===== src/rtl/alu_iter_param.sv =====
// Parametrised multi-cycle ALU: ADD/SUB/CMP in one edge; MUL (shift-add) and DIV (restoring) iterate WIDTH edges.
// Valid/ready on both sides; a result is held in DONE until the consumer takes it.
module alu_iter_param #(
    parameter int WIDTH = 8
) (
    input  logic             clk,
    input  logic             reset,
    input  logic             in_valid,
    output logic             in_ready,
    input  logic [2:0]       op,
    input  logic [WIDTH-1:0] rs,
    input  logic [WIDTH-1:0] rt,
    output logic             out_valid,
    input  logic             out_ready,
    output logic [WIDTH-1:0] alu_out,
    output logic [WIDTH-1:0] rem_out,
    output logic             div_by_zero
);
    localparam int CW = $clog2(WIDTH + 1);

    localparam logic [2:0] OP_ADD = 3'd0;
    localparam logic [2:0] OP_SUB = 3'd1;
    localparam logic [2:0] OP_MUL = 3'd2;
    localparam logic [2:0] OP_DIV = 3'd3;
    localparam logic [2:0] OP_CMP = 3'd4;

    typedef enum logic [1:0] {
        IDLE = 2'd0,
        BUSY = 2'd1,
        DONE = 2'd2
    } state_t;

    state_t state, state_nxt;

    logic             accept;
    logic             single;
    logic             iter_last;
    logic             mul_r;
    logic [CW-1:0]    cnt;

    logic [WIDTH-1:0] acc, mcand, mplier;
    logic [WIDTH-1:0] quo, rem, divisor;
    logic [WIDTH-1:0] acc_nxt, quo_nxt, rem_nxt;
    logic [WIDTH:0]   shifted, diff;

    logic [WIDTH-1:0] sc_alu, sc_rem;
    logic             sc_dz;

    assign accept    = in_valid && in_ready;
    assign single    = !((op == OP_MUL) || ((op == OP_DIV) && (rt != '0)));
    assign iter_last = (cnt == CW'(WIDTH - 1));

    always_ff @(posedge clk or posedge reset) begin
        if (reset) begin
            state <= IDLE;
        end else begin
            state <= state_nxt;
        end
    end

    // in_ready is gated by reset so nothing is accepted while it is held
    always_comb begin
        state_nxt = state;
        in_ready  = 1'b0;
        out_valid = 1'b0;
        case (state)
            IDLE: begin
                in_ready = !reset;
                if (in_valid && !reset) begin
                    state_nxt = single ? DONE : BUSY;
                end
            end
            BUSY: begin
                if (iter_last) begin
                    state_nxt = DONE;
                end
            end
            DONE: begin
                out_valid = 1'b1;
                if (out_ready) begin
                    state_nxt = IDLE;
                end
            end
            default: state_nxt = IDLE;
        endcase
    end

    // One iteration step for each engine
    always_comb begin
        acc_nxt = acc + (mplier[0] ? mcand : '0);
        shifted = {rem, quo[WIDTH-1]};
        diff    = shifted - {1'b0, divisor};
        if (!diff[WIDTH]) begin
            rem_nxt = diff[WIDTH-1:0];
            quo_nxt = {quo[WIDTH-2:0], 1'b1};
        end else begin
            rem_nxt = shifted[WIDTH-1:0];
            quo_nxt = {quo[WIDTH-2:0], 1'b0};
        end
    end

    always_comb begin
        sc_alu = '0;
        sc_rem = '0;
        sc_dz  = 1'b0;
        case (op)
            OP_ADD: sc_alu = rs + rt;
            OP_SUB: sc_alu = rs - rt;
            OP_DIV: begin
                sc_alu = '1;
                sc_rem = rs;
                sc_dz  = 1'b1;
            end
            OP_CMP: sc_alu = {{(WIDTH-3){1'b0}}, (rs > rt), (rs == rt), (rs < rt)};
            default: sc_alu = '0;
        endcase
    end

    always_ff @(posedge clk or posedge reset) begin
        if (reset) begin
            mul_r       <= 1'b0;
            cnt         <= '0;
            acc         <= '0;
            mcand       <= '0;
            mplier      <= '0;
            quo         <= '0;
            rem         <= '0;
            divisor     <= '0;
            alu_out     <= '0;
            rem_out     <= '0;
            div_by_zero <= 1'b0;
        end else if (accept) begin
            mul_r   <= (op == OP_MUL);
            cnt     <= '0;
            acc     <= '0;
            mcand   <= rs;
            mplier  <= rt;
            quo     <= rs;
            rem     <= '0;
            divisor <= rt;
            if (single) begin
                alu_out     <= sc_alu;
                rem_out     <= sc_rem;
                div_by_zero <= sc_dz;
            end
        end else if (state == BUSY) begin
            cnt <= cnt + CW'(1);
            if (mul_r) begin
                acc    <= acc_nxt;
                mcand  <= mcand << 1;
                mplier <= mplier >> 1;
            end else begin
                rem <= rem_nxt;
                quo <= quo_nxt;
            end
            // results land on the same edge that enters DONE
            if (iter_last) begin
                alu_out     <= mul_r ? acc_nxt : quo_nxt;
                rem_out     <= mul_r ? '0 : rem_nxt;
                div_by_zero <= 1'b0;
            end
        end
    end
endmodule


===== config.mk =====
export PLATFORM = sky130hd
export DESIGN_NAME = alu_iter_param
export DESIGN_NICKNAME = d
export VERILOG_FILES = /design/src/rtl/alu_iter_param.sv
export SDC_FILE = /design/constraint.sdc
export NUM_CORES = 1
export LEC_CHECK = 0
export BUFFER_PORTS_ARGS = -buffer_cell sky130_fd_sc_hd__buf_2
export CAP_MARGIN = 20
export CORE_MARGIN = 3
export CORE_UTILIZATION = 54
export DETAILED_ROUTE_END_ITERATION = 12
export PLACE_DENSITY = 0.82
export SYNTH_ARGS = -nofsm -noshare
export SYNTH_HDL_FRONTEND = slang
export SYNTH_SLANG_ARGS = --single-unit

===== constraint.sdc =====
create_clock -name clk -period 2.45 [get_ports clk]
set_clock_uncertainty 0.1 [all_clocks]
set_input_delay 0.3675 -clock clk [delete_from_list [all_inputs] [get_ports clk]]
set_output_delay 0.3675 -clock clk [all_outputs]
set_load 0.005 [all_outputs]

==> run metrics, run 1 <==
CP Cell Sequence inv_2 > ha_4 > fa_2 > nand2b_4 > a21oi_4 > a311oi_2 > xnor2_2 > buf_4 > clkbuf_16 > nor2_2 > a31oi_1 > a21oi_1; ys async rst share 100%; Final Setup Violations 2; CP required 2580 ps; Ys Warns 0; Slowest-stage cell, CP dfrtp_1; I/O pin count 42; final wirelength 13,000 um; Sw Pwr 0.00271 W; WP buf/inv 3; post-detail-place hpwl 9350 um; Core Region 0.00826 mm2; Comb pwr share 53.6%; Final #Nets 638; Synth Area in Adders 10.1%; Final WS setup -22.5 ps; vias in the first global route 4,083; Synth Area in Simple Gates 15.2%; first-pass GRT wire length 20,600 um; Setup CP Type flop to flop; FMAX 404 MHz; Worst Reg2Reg Path Length in Cells 12; switching portion of total power 41.0%; DR vias 4,244; Peak VDD IR 0.953 mV; Tmin final 2470 ps; Clock power frac 16.5%; die area 0.00973 mm2; Die Y 98.6 um; failing checks negative setup slack; Pwr Density 1200 mW/mm2; DR vias/cell 6.15; Synth Area in Compound Gates 22.5%; fin area 0.00553 mm2; Inserted Diodes 0; H-Tree Depth 3; clk root buf clkbuf_8; Worst path top cell family by delay compound AO/OA/AOI/OAI gates; cells after synthesis 519; number of synthesized flops with an enable pin 0; Hold WS 7.94 ps; Longest Clk Path Bufs 2; RSZ-0062 raised after global routing yes; num rows 33; clock tree sinks 72; count of buffers from port buffering 41; LEAKAGE 2.65 nW; critical path endpoint category flop; TritonCTS buffer count 9; Cell Count Post-Placement 668; starting density of the core 56.1%; worst min path class input pin to async pin; GRT Util Overall 26.5%; initial DRC count 339; slew at the pin with the worst max-slew slack 892 ps; routability cong. 0.988; initial antenna violation count 0; sequential share of the synthesized area 38.9%; Flop pwr share 29.9%; Post-Synth XOR/XNOR Area 3.75%; Avg Inst Size Synth 8.93 um2; mux cell area share after synthesis 4.81%; internal power 0.00390 W; Routed WL per cell 18.9 um; final period utilization 101%; ratio of cells with drive above 1 in the final layout 21.7%; Synth-to-Final Area Change 19.3%; drt pass-1 iters 5; Final TNS setup -32.4 ps; Final Hold Vio Count 0; main combinational cell family by area after synthesis compound AO/OA/AOI/OAI gates; post-synthesis register bit count 72; arrival time at the worst endpoint 2600 ps; clock-pin transition on the worst setup and hold timing paths 90 ps; CTS Hold Bufs 0; drt drc 0; Slew HR 40.5%; largest net degree at the start of global routing 73; final antenna-violating net count 0; Final Core Density 66.9%; R2R Setup Slk -20 ps; GRT Residual Overflow 0; worst skew pair latency 350 ps; Die W 98.6 um; r2r startpoint quo[7]$_DFFE_PP0P_; placed cell area 0.00510 mm2; Post-Layout Cell Count 690; Worst R2R End rem_out[6]$_DFFE_PP0P_; TritonCTS clock tree yes; Synth cell types 57; CP peak stage delay 390 ps; CP Launch Type flop; maximum fanout along the worst path 6; Pins Over Slew Limit 0; predominant post-synthesis flop cell dfrtp_1; Synth Net Count 577; Fill cells 641; outcome finished, violations left; max cap viols 0; Syn Std Cell Area 0.00463 mm2
layout by cell type (no fill, tap or decap), types with 6 or more instances in the layout:
master,n
o21ai_1,10
and2_1,9
o21ai_0,36
a21oi_1,39
mux2i_1,17
a21o_1,18
dfrtp_1,72
inv_1,24
xnor2_1,10
nand3_1,9
buf_2,41
xor2_1,7
ha_1,29
nor2b_1,6
nand2_1,69
clkbuf_8,9
buf_4,31
nor2_1,37
state kept, by name, indices dropped and copies added, names as in the netlist, 2 cells and up:
signal / cells
acc: 8
alu_out: 8
divisor: 8
mcand: 8
mplier: 8
quo: 8
rem: 8
rem_out: 8
cnt: 4
state: 2
cell type report:
class                           instances  area, um2  area share, %
Clock buffer                            9        124           2.24
Clock inverter                          7        104           1.88
Inverter                               27        101           1.83
Multi-Input combinational cell        394       2750           49.8
Sequential cell                        72       1800           32.6
Tap cell                              105        131           2.38
Timing Repair Buffer                   76        514           9.31
power by group through the flow:
stage / clock network [W] / registers (W) / logic [W]
6_report: 0.00109 / 0.00198 / 0.00355
5_1_grt: 0.00114 / 0.00202 / 0.00385
4_1_cts: 0.00109 / 0.00195 / 0.00291
3_5_place_dp: 0 / 0.00196 / 0.00282
3_3_place_gp: 0 / 0.00193 / 0.00272
2_1_floorplan: 0 / 0.00190 / 0.00196
through the flow:
step | worst slack, ps | total power (W)
finish | -22.5 | 0.00662
global route | -104 | 0.00702
detailed placement | -68.7 | 0.00478
global placement | 17.6 | 0.00465
CTS | -0.874 | 0.00595
floorplan | 10.3 | 0.00386
worst min-delay path, stage by stage:
cell    delay, ps
buf_2         110
inv_2          60
buf_12        330
per-layer routing:
metal,track usage (%),vias up,part of all wire (%)
met3,5.52,25,7.5
met2,43.4,189,48
met4,7.04,0,2.1
met1,36.0,2080,42
li1,-,1950,-
met5,0,-,0
synthesized netlist by cell type, drive strengths merged (3+ instances only):
master  number  area share (%)
nor3         6            0.76
a21o        18             2.9
nand3        9            0.97
o21a         4            0.65
a211oi       4            0.76
ha          31             8.4
and2        10             1.4
inv         27             2.2
o21bai       4            0.65
o31ai        5            0.81
clkbuf      13             1.1
a221oi       3            0.70
a21oi       44             4.9
o211ai       4            0.76
a32oi        3            0.57
xnor2       12             2.4
nor2b        6            0.81
o21ai       47             5.1
nand2b       6            0.81
dfrtp       72              39
fa           4             1.7
nor2        40             3.4
nand2       70             5.7
buf         13             1.5
and3         3            0.41
a31oi        7             1.1
xor2         7             1.3
o221ai       4            0.76
mux2i       20             4.3
a22o         3            0.57
cell families after synthesis:
kind of cell,after synthesis
flip-flops,72
adder cells (fa/ha/maj),35
AND/OR/NAND/NOR,156
buffers and inverters,53
multiplexers,22
XOR/XNOR,19
AO/OA/AOI/OAI,162
worst max-delay path by stage:
stage / startpoint / endpoint / slack [ps] / depth (start not counted)
2_1_floorplan: quo[7]$_DFFE_PP0P_ / rem_out[5]$_DFFE_PP0P_ / 10 / 11
5_1_grt: quo[7]$_DFFE_PP0P_ / rem_out[6]$_DFFE_PP0P_ / -100 / 12
3_3_place_gp: rs[0] / alu_out[2]$_DFFE_PP0P_ / 20 / 12
3_5_place_dp: rs[0] / alu_out[2]$_DFFE_PP0P_ / -70 / 12
4_1_cts: quo[7]$_DFFE_PP0P_ / rem_out[3]$_DFFE_PP0P_ / -0.9 / 11
6_report: quo[7]$_DFFE_PP0P_ / rem_out[6]$_DFFE_PP0P_ / -20 / 12
repair_timing:
action | 4_1_cts | 5_1_grt
gates resized for setup | 1 | 26
pin swaps | 1 | 10
buffers inserted | 2 | 3
endpoints found under the setup margin | 5 | 16
hold endpoints to repair | 0 | 0
cloned | 0 | 1
No activity file was read; power rests on OpenSTA's default activity.
==> run 2, diff against run 1 <==
--- a/config.mk
+++ b/config.mk
@@ -8,9 +8,9 @@
 export BUFFER_PORTS_ARGS = -buffer_cell sky130_fd_sc_hd__buf_2
 export CAP_MARGIN = 20
 export CORE_MARGIN = 3
-export CORE_UTILIZATION = 54
+export CORE_UTILIZATION = 60
 export DETAILED_ROUTE_END_ITERATION = 12
-export PLACE_DENSITY = 0.82
+export PLACE_DENSITY = 0.86
 export SYNTH_ARGS = -nofsm -noshare
 export SYNTH_HDL_FRONTEND = slang
 export SYNTH_SLANG_ARGS = --single-unit
==> constraint.sdc (replaced) <==
create_clock -name clk -period 2.8 [get_ports clk]
set_clock_uncertainty 0.1 [all_clocks]
set_input_delay 0.42 -clock clk [delete_from_list [all_inputs] [get_ports clk]]
set_output_delay 0.42 -clock clk [all_outputs]
set_load 0.05 [all_outputs]
==> run metrics, run 2 (synthesized netlist as in run 1, its figures left out) <==
Hold WS 56.7 ps; vias in the first global route 4,014; final period utilization 98.8%; outcome completed; first-pass GRT wire length 20,000 um; starting density of the core 62.9%; num rows 31; slew at the pin with the worst max-slew slack 722 ps; clock-pin transition on the worst setup and hold timing paths 80 ps; initial antenna violation count 0; DR vias/cell 6.28; Setup CP Type flop to flop; CP Launch Type flop; arrival time at the worst endpoint 2900 ps; final antenna-violating net count 0; Critical Path Start quo[7]$_DFFE_PP0P_; Longest Clk Path Bufs 2; Peak VDD IR 1.04 mV; drt drc 0; Pins Over Slew Limit 0; post-detail-place hpwl 8860 um; I/O pin count 42; worst skew pair latency 350 ps; Final #Nets 623; TritonCTS buffer count 9; ratio of cells with drive above 1 in the final layout 16.8%; DR vias 4,202; routability cong. 0.997; CTS Hold Bufs 0; GRT Util Overall 29.5%; TritonCTS clock tree yes; R2R Setup Slk 30 ps; max cap viols 0; Sw Pwr 0.00249 W; Inserted Diodes 0; Die W 93.9 um; Final Hold Vio Count 0; most frequent cells in the layout dfrtp_1, nand2_1, a21oi_1, buf_2, nor2_1; Die Y 93.9 um; Flop pwr share 31.2%; Comb pwr share 52.4%; initial DRC count 360; drt pass-1 iters 5; H-Tree Depth 3; worst min path class input pin to async pin; maximum fanout along the worst path 6; CP required 2930 ps; Post-Layout Cell Count 669; Worst Reg2Reg Path Length in Cells 12; Final Core Density 71.3%; die area 0.00881 mm2; final wirelength 12,300 um; clk root buf clkbuf_8; Clock power frac 16.5%; Worst R2R End rem[5]$_DFFE_PP0P_; r2r startpoint quo[7]$_DFFE_PP0P_; largest net degree at the start of global routing 73; GRT Residual Overflow 0; count of buffers from port buffering 41; Pwr Density 1070 mW/mm2; Routed WL per cell 18.4 um; critical path endpoint category flop; Synth-to-Final Area Change 13.3%; switching portion of total power 44.5%; Setup crit end rem[5]$_DFFE_PP0P_; commonest non-fill, non-tap cell in the layout dfrtp_1; Cell Count Post-Placement 648; Final Setup Violations 0; FMAX 362 MHz; Slew HR 51.8%; internal power 0.00311 W; LEAKAGE 2.54 nW; Tmin final 2770 ps; clock tree sinks 72; Core Region 0.00737 mm2
## run 2: cell count changes in the layout (fill, tap and decap cells not counted), moves of 3 or more
cell,before,now
buf_4,31,17
a21oi_1,39,42
mux2i_2,0,3
mux2i_4,3,0
## run 2: area by class of cell
| type | count | area, um2 |
|---|---|---|
| inverter | 27 | 101 |
| clock buffer | 11 | 141 |
| timing repair buffer | 61 | 375 |
| tap | 99 | 124 |
| fill | 523 | 2120 |
| clock inverter | 5 | 80.1 |
| sequential | 72 | 1800 |
| multi-input combinational | 394 | 2630 |
## run 2: how the worst min path moves through the flow
stage | end | slack (ps)
finish | acc[5]$_DFFE_PP0P_ | 60
global route | rem_out[5]$_DFFE_PP0P_ | 110
CTS | rem_out[5]$_DFFE_PP0P_ | 70
detailed placement | alu_out[3]$_DFFE_PP0P_ | 370
global placement | alu_out[3]$_DFFE_PP0P_ | 360
floorplan | mplier[7]$_DFFE_PP0P_ | 350
## run 2: critical path, stage by stage, from the launching register on
cell	delay, ps
dfrtp_1	350
inv_1	60
ha_1	230
fa_2	360
nand2b_1	180
a21oi_2	220
a311oi_2	150
xnor2_2	350
buf_6	170
buf_4	100
nor2_1	30
a31oi_1	230
o21ai_1	120
## run 2: repair_timing
action / in CTS / in global routing
endpoints found under the setup margin: 0 / 4
setup buffers: 0 / 5
resized for setup: 0 / 6
## run 2: per-layer routing
layer	vias up	GRT usage (%)	wire length, um
met5	-	0	0
met3	45	7.05	1200
met2	241	42.9	5590
met4	0	11.6	428
met1	1989	42.3	5080
li1	1927	-	-
## run 2: power groups by stage
| stage | clock network, W | registers, W | logic (W) |
|---|---|---|---|
| final | 0.000922 | 0.00175 | 0.00293 |
| after global routing | 0.000980 | 0.00179 | 0.00317 |
| after CTS | 0.000934 | 0.00174 | 0.00268 |
| after detailed placement | 0 | 0.00175 | 0.00266 |
| after global placement | 0 | 0.00173 | 0.00257 |
| after floorplan | 0 | 0.00201 | 0.00173 |
## run 2: metrics by stage
stage	total power, W	setup WS [ps]	TNS (ps)	instance area [um2]
after floorplan	0.00374	324	0	4630
after global placement	0.00430	198	0	4970
after detailed placement	0.00440	87.8	0	4970
after CTS	0.00535	54.1	0	5190
after global routing	0.00595	-7.79	-11.8	5250
final	0.00560	34.4	0	5250
==> run 3, diff against run 2 <==
--- a/config.mk
+++ b/config.mk
@@ -10,7 +10,9 @@
 export CORE_MARGIN = 3
 export CORE_UTILIZATION = 60
 export DETAILED_ROUTE_END_ITERATION = 12
+export GPL_TIMING_DRIVEN = 0
 export PLACE_DENSITY = 0.86
+export SLEW_MARGIN = 20
 export SYNTH_ARGS = -nofsm -noshare
 export SYNTH_HDL_FRONTEND = slang
 export SYNTH_SLANG_ARGS = --single-unit
==> run metrics, run 3 (synthesized netlist as in run 1, its figures left out) <==
post-detail-place hpwl 9580 um; wl on met1 5340 um; Synth-to-Final Area Change 13.0%; vias in the first global route 4,231; H-Tree Depth 3; worst slack at placement -25.8 ps; Pwr Density 1040 mW/mm2; drt pass-1 iters 5; DR vias/cell 6.23; largest net degree at the start of global routing 59; WP buf/inv 2; max layer used met4; Core Region 0.00737 mm2; outcome completed; TritonCTS clock tree yes; starting density of the core 62.9%; routability cong. 0.946; Final WS setup 99.1 ps; WHS Path Cells 2; Final Hold Vio Count 0; clock tree sinks 72; count of buffers from port buffering 38; Slew HR 33.7%; die area 0.00881 mm2; I/O pin count 42; most frequent cells in the layout dfrtp_1, nand2_1, buf_2, a21oi_1, nor2_1; Slowest-stage cell, CP dfrtp_1; max cap viols 0; met3 WL post-DR 1170 um; ratio of cells with drive above 1 in the final layout 15.1%; worst skew pair latency 350 ps; Critical Path Start quo[7]$_DFFE_PP0P_; clock-pin transition on the worst setup and hold timing paths 80 ps; arrival time at the worst endpoint 2840 ps; Design Power 0.00544 W; drt drc 0; clk root buf clkbuf_8; Worst path top cell family by delay adder cells; GRT Util Overall 30.6%; Tmin final 2700 ps; Setup CP Type flop to flop; wire length on met2 5800 um; hold path startpoint out_ready; Die W 93.9 um; critical path endpoint category flop; R2R Setup Slk 100 ps; Fill cells 559; Hold Path Sink state[1]$_DFFE_PP0P_; Longest Clk Path Bufs 2; slew at the pin with the worst max-slew slack 988 ps; Worst Reg2Reg Path Length in Cells 11; CP peak stage delay 370 ps; final antenna-violating net count 0; TritonCTS buffer count 9; num rows 31; Die Y 93.9 um; CP Launch Type flop; GRT Residual Overflow 0; FMAX 370 MHz; Worst R2R End rem_out[4]$_DFFE_PP0P_; LEAKAGE 2.52 nW; initial antenna violation count 0; Final #Nets 631; Final Setup Violations 0; first-pass GRT wire length 21,000 um; Inserted Diodes 0; CP required 2940 ps; maximum fanout along the worst path 6; r2r startpoint quo[7]$_DFFE_PP0P_; Peak VDD IR 0.992 mV; commonest non-fill, non-tap cell in the layout dfrtp_1; Pins Over Slew Limit 0; Routed WL per cell 18.8 um; final period utilization 96.5%; final wirelength 12,700 um; initial DRC count 385; worst min path class input pin to flop; CP Cell Sequence inv_1 > ha_1 > fa_2 > nand2b_1 > a21oi_4 > a311oi_2 > xnor2_2 > buf_4 > mux2i_1 > o21ai_1 > o21a_1; DR vias 4,215
[run 3: what timing repair did]
| action | 4_1_cts | 5_1_grt |
|---|---|---|
| hold buffers | 1 | 0 |
| hold endpoints to repair | 14 | 0 |
| endpoints found under the setup margin | 6 | 12 |
| buffers inserted | 1 | 2 |
| gates resized for setup | 1 | 3 |
| pin swaps | 1 | 2 |
[run 3: worst max-delay path by stage]
| stage | cells after the start | slack (ps) | to |
|---|---|---|---|
| detailed placement | 11 | -30 | rem_out[5]$_DFFE_PP0P_ |
| floorplan | 11 | 320 | rem_out[5]$_DFFE_PP0P_ |
| CTS | 11 | 50 | rem_out[6]$_DFFE_PP0P_ |
| global route | 11 | -20 | rem[1]$_DFFE_PP0P_ |
| finish | 11 | 100 | rem_out[4]$_DFFE_PP0P_ |
| global placement | 2 | -410 | rem_out[3]$_DFFE_PP0P_ |
[run 3: layout make-up]
| type | count | area [um2] | share of cell area [%] |
|---|---|---|---|
| flip-flops and latches | 72 | 1800 | 34.4 |
| clock inverters | 6 | 67.6 | 1.29 |
| inverters | 27 | 104 | 1.98 |
| well taps | 99 | 124 | 2.37 |
| repair buffers | 43 | 250 | 4.78 |
| multi-input cells | 394 | 2630 | 50.3 |
| plain buffers | 26 | 118 | 2.25 |
| clock buffers | 10 | 138 | 2.63 |
[run 3: through the flow]
step,setup TNS (ps),utilization (%),instances,instance area [um2],hold WS (ps)
floorplan,0,-,519,4630,345
global placement,-29140,67.1,656,4950,355
detailed placement,-51.9,67.5,657,4980,282
CTS,0,70.6,675,5210,155
global route,-28.4,71.0,677,5240,181
finish,0,71.0,677,5240,155
[run 3: power breakdown]
group	internal [W]	leakage, nW	switching, W
registers	0.00144	0.924	0.000264
logic	0.00105	1.49	0.00183
clock network	0.000439	0.0989	0.000420
total	0.00293	2.52	0.00252
[run 3: routing by layer]
| layer | up-vias | GRT usage (%) |
|---|---|---|
| met3 | 43 | 5.93 |
| met2 | 221 | 47.3 |
| li1 | 1937 | - |
| met1 | 2014 | 42.7 |
| met4 | 0 | 11.4 |
| met5 | - | 0 |
